### src/rtl/receiver_pkg.sv
// Shared types and sizes for the serial frame receiver.
// Frame: start 0, D0..D6 LSB first, even parity bit, stop 1.
package receiver_pkg;

  localparam int DATA_BITS  = 7;
  localparam int FRAME_BITS = 10;
  localparam int CNT_W      = $clog2(DATA_BITS);

  typedef enum logic [1:0] {
    IDLE,
    DATA,
    PARITY,
    STOP
  } state_t;

endpackage

### src/rtl/sync_2ff.sv
// Two-flop synchronizer for one asynchronous bit.
// Ports: clk, rstn (async low), d in, q out; flops reset to RST_VAL.
module sync_2ff #(
  parameter logic RST_VAL = 1'b1
) (
  input  logic clk,
  input  logic rstn,
  input  logic d,
  output logic q
);

  logic meta;

  always_ff @(posedge clk or negedge rstn) begin
    if (!rstn) begin
      meta <= RST_VAL;
      q    <= RST_VAL;
    end else begin
      meta <= d;
      q    <= meta;
    end
  end

endmodule

### src/rtl/receiver.sv
// Serial frame receiver: 1 start, 7 data, even parity, 1 stop bit,
// one bit per clk, delivered through a one-entry valid/ready holding register.
// Ports: clk, rstn (async low), serial_in, data_ready in;
//   data_out, data_valid, parity_err, frame_err, overrun, busy out.
// Macro RECEIVER_SYNC_2FF_EN inserts a 2-flop synchronizer on serial_in
// (adds two cycles of latency); undefined samples serial_in directly.
module receiver
  import receiver_pkg::*;
(
  input  logic                 clk,
  input  logic                 rstn,
  input  logic                 serial_in,
  input  logic                 data_ready,
  output logic [DATA_BITS-1:0] data_out,
  output logic                 data_valid,
  output logic                 parity_err,
  output logic                 frame_err,
  output logic                 overrun,
  output logic                 busy
);

  state_t               state;
  state_t               state_nxt;
  logic [CNT_W-1:0]     bit_cnt;
  logic [DATA_BITS-1:0] shreg;
  logic                 perr;
  logic                 line;
  logic                 done;
  logic                 take;

`ifdef RECEIVER_SYNC_2FF_EN
  sync_2ff #(
    .RST_VAL(1'b1)
  ) u_sync (
    .clk  (clk),
    .rstn (rstn),
    .d    (serial_in),
    .q    (line)
  );
`else
  assign line = serial_in;
`endif

  always_ff @(posedge clk or negedge rstn) begin
    if (!rstn) state <= IDLE;
    else       state <= state_nxt;
  end

  always_comb begin
    state_nxt = state;
    unique case (state)
      IDLE:    if (!line) state_nxt = DATA;
      DATA: begin
        if (bit_cnt == CNT_W'(DATA_BITS - 1))
          state_nxt = PARITY;
      end
      PARITY:  state_nxt = STOP;
      STOP:    state_nxt = IDLE;
      default: state_nxt = IDLE;
    endcase
  end

  assign busy = (state != IDLE);
  assign done = (state == STOP);
  // Holding register can take a new frame if empty or
  // being emptied by a handshake on this same edge.
  assign take = !data_valid || data_ready;

  always_ff @(posedge clk or negedge rstn) begin
    if (!rstn) begin
      bit_cnt    <= '0;
      shreg      <= '0;
      perr       <= 1'b0;
      data_out   <= '0;
      data_valid <= 1'b0;
      parity_err <= 1'b0;
      frame_err  <= 1'b0;
      overrun    <= 1'b0;
    end else begin
      overrun <= 1'b0;
      case (state)
        IDLE: bit_cnt <= '0;
        DATA: begin
          shreg[bit_cnt] <= line;
          bit_cnt        <= bit_cnt + CNT_W'(1);
        end
        PARITY: perr <= (^shreg) ^ line;
        default: ;
      endcase
      if (done && take) begin
        data_out   <= shreg;
        parity_err <= perr;
        frame_err  <= ~line;
        data_valid <= 1'b1;
      end else begin
        if (done) overrun <= 1'b1;
        if (data_valid && data_ready)
          data_valid <= 1'b0;
      end
    end
  end

endmodule

### config.mk
export PLATFORM = sky130hd
export DESIGN_NAME = receiver
export DESIGN_NICKNAME = d
export VERILOG_FILES = /design/src/rtl/receiver_pkg.sv /design/src/rtl/sync_2ff.sv /design/src/rtl/receiver.sv
export SDC_FILE = /design/constraint.sdc
export NUM_CORES = 1
export LEC_CHECK = 0
export ABC_AREA = 1
export CAP_MARGIN = 20
export CORE_MARGIN = 4
export CORE_UTILIZATION = 40
export DETAILED_ROUTE_END_ITERATION = 10
export DONT_BUFFER_PORTS = 1
export PLACE_DENSITY_LB_ADDON = 0.08
export SYNTH_ARGS = -nofsm -noshare
export SYNTH_HDL_FRONTEND = slang
export SYNTH_SLANG_ARGS = --single-unit
export TNS_END_PERCENT = 1
### constraint.sdc
create_clock -name clk -period 1.55 [get_ports clk]
set_clock_uncertainty 0.2 [all_clocks]
set_input_delay 0.31 -clock clk [delete_from_list [all_inputs] [get_ports clk]]
set_output_delay 0.31 -clock clk [all_outputs]
set_load 0.01 [all_outputs]
==> summary.md <==
| Metric | Value |
|---|---|
| Syn Nets | `145` |
| Worst EP required | `1.56 ns` |
| Commonest non-fill, non-tap cell in the layout | `nand2_1` |
| Placer Congestion | `0.8376` |
| Cell row count | `19` |
| Post-synthesis sequential area ratio | `50.90%` |
| Crit path DAT | `1.54 ns` |
| Vias in the first global route | `792` |
| Clk_lat worst skew | `0.31 ns` |
| TritonCTS Sinks | `24` |
| Peak supply drop | `between 1 and 1.5 mV` |
| CP endpoint kind | `flop` |
| Die X | `between 60 and 70 um` |
| # diodes | `0` |
| Distinct cell type count after synthesis | `21` |
| CTS buffer count | `3` |
| Final wirelength | `between 2000 and 2500 um` |
| Die H | `62.31 um` |
| Fin nets | `161` |
| Synth warn | `0` |
| Post-Place Cells | `between 150 and 200` |
| TritonCTS clock tree | `done` |
| Synthesized area per cell | `8.805 um^2` |
| First-pass GRT wire length | `3691 um` |
| Hold WS | `0.02650 ns` |
| Fmax achieved | `653.8 MHz` |
| Initial DRC Count | `55` |
| Area leader, netlist | `dfrtp_1` |
| Core Footprint | `about 0.0028 mm^2` |
| Worst slew pin tran | `0.2837 ns` |
| Mapped cell area | `0.001180 mm^2` |
| Drt first pass iters | `4` |
| Ports | `16` |
| Slew headroom | `between 80% and 90%` |
| Total GRT Usage | `a little under an eighth` |
| Hold Path Class | `input pin to flop` |
| Endpoints failing hold | `0` |
| PD cells | `1978 mW/mm^2` |
| Buffers on Ports | `0` |
| Number of synthesized register bits | `24` |
| Status | `finished, final reports clean` |
| CP Class | `flop to flop` |
| Clock Tree Buf Depth | `2` |
| CTS root buf | `clkbuf_4` |
| Cells after Synth | `134` |
| Worst setup SP type | `flop` |
| Final ANT Viol Nets | `0` |
| Worst-path clk slew | `0.12 ns` |
| Initial Util | `between 40% and 50%` |
| RSZ-0062 raised after global routing | `yes` |
| Final Cycle Share | `98.68%` |
| Final std cells w/o fill | `179` |
| WL per Instance | `11.29 um` |
| Drt via density | `around 4.8` |
| Max-slew violations | `0` |
| Layout cells sized above 1 | `20.27%` |
| Maxcap violations | `0` |
| Initial antenna violation count | `0` |
| Final core occ | `49.03%` |
| Routed via count | `867` |
| GR Overflow Total | `0` |
| Final critical-path required period | `1.529 ns` |
| Synth top area cells | `dfrtp_1 (51%), nand2_1 (11%), ha_1 (7.4%), inv_1 (5.4%), a21oi_1 (3.4%)` |
| Worst-path maximum fanout | `7` |
| Total chip power | `~2.7 mW` |
| Die area | `0.003883 mm^2` |
| Final setup viols | `0` |
| Area share of the largest cell type after synthesis | `50.90%` |
| H-tree depth | `1` |
| Area Overhead vs Synth | `15.59%` |
| LEAKAGE | `0.7085 nW` |
| Placed wire-length estimate | `1485 um` |
| DRC | `0` |
| Largest net degree at the start of global routing | `25` |
| Commonest cells after routing, fill and taps aside | `nand2_1 (36), dfrtp_1 (24), inv_1 (13)` |
cell type report:
cell class	count	area [um^2]
Fill cell	260	1418
Sequential cell	24	600.6
Multi-Input combinational cell	88	506.7
Timing Repair Buffer	12	113.9
Inverter	21	81.33
Tap cell	31	38.79
Clock buffer	3	22.52
synth_stat cells (all sizes together):
| cell type | number |
|---|---|
| nand2 | 38 |
| dfrtp | 24 |
| inv | 21 |
| o21ai | 10 |
| a21oi | 8 |
| nor2 | 8 |
| ha | 7 |
| a31oi | 6 |
| nand3 | 5 |
| o22ai | 2 |
| buf | 1 |
| mux2 | 1 |
| nor3 | 1 |
| o21bai | 1 |
| xnor2 | 1 |
what timing repair did:
item / CTS / global route
pin swaps: 0 / 1
hold endpoints to repair: 27 / 0
hold buffers: 4 / 0
setup endpoints to repair: 2 / 8
gates resized for setup: 5 / 4
cloned: 0 / 0
setup buffers: 5 / 2
path summary, 6_finish.rpt:
kind                                           start                       to  slack [ns]  cells after the start
worst min-delay path                       serial_in     shreg[6]$_DFFE_PN0P_        0.03                      2
min in group asynchronous                       rstn  data_out[0]$_DFFE_PN0P_        0.21                      2
worst min register to register      perr$_DFFE_PN0P_         perr$_DFFE_PN0P_        0.29                      2
worst max-delay path            state[0]$_DFFE_PN0P_   bit_cnt[0]$_DFFE_PN0P_        0.02                      6
worst max register to register  state[0]$_DFFE_PN0P_   bit_cnt[0]$_DFFE_PN0P_        0.02                      6
max in group asynchronous                       rstn   bit_cnt[1]$_DFFE_PN0P_        0.81                      2
through the flow:
stage	setup WS, ns	area, um^2	TNS [ns]
finish	0.02052	1364	0
global route	-0.04419	1364	-0.1697
CTS	0.02455	1338	0
detailed placement	-0.003598	1215	-0.003598
global placement	0.03629	1215	0
floorplan	0.1253	1180	0
power breakdown:
| group | internal [mW] | leakage (nW) | total (mW) | switching [mW] |
|---|---|---|---|---|
| clock | 0.0909 | 0.0138 | 0.272 | 0.181 |
| sequential | 0.906 | 0.275 | 1.20 | 0.290 |
| combinational | 0.552 | 0.420 | 1.23 | 0.678 |
| total | 1.55 | 0.709 | 2.70 | 1.15 |
state kept, by name, summed over array words and instances (netlist names):
signal      count
state           2
frame_err       1
parity_err      1
bit_cnt         3
data_out        7
shreg           7
perr            1
overrun         1
data_valid      1
per-layer routing:
metal  share of wire (%)  track usage [%]
met5                   0                0
met4                 2.0            5.570
met3                 5.6            3.604
met2                  42            16.97
met1                  50            15.62
critical path, stage by stage (launching register included):
cell      delay [ns]
dfrtp_1         0.42
buf_4           0.14
ha_1            0.22
inv_2           0.10
nor2_4          0.06
buf_4           0.14
o21bai_1        0.15
cells by family (layout without fill, tap and decap cells):
| kind of cell | count (synthesis) | in the layout | share of synthesized area [%] |
|---|---|---|---|
| AOI/OAI and AO/OA | 27 | 27 | 12.83 |
| xor gates and xnor gates | 1 | 1 | 0.7424 |
| adders and majority gates | 7 | 7 | 7.423 |
| buffers and inverters | 22 | 36 | 7.635 |
| DFF | 24 | 24 | 50.90 |
| muxes | 1 | 1 | 0.9543 |
| and+or+nand+nor | 52 | 52 | 19.51 |
(Power assumes the default switching activity.)
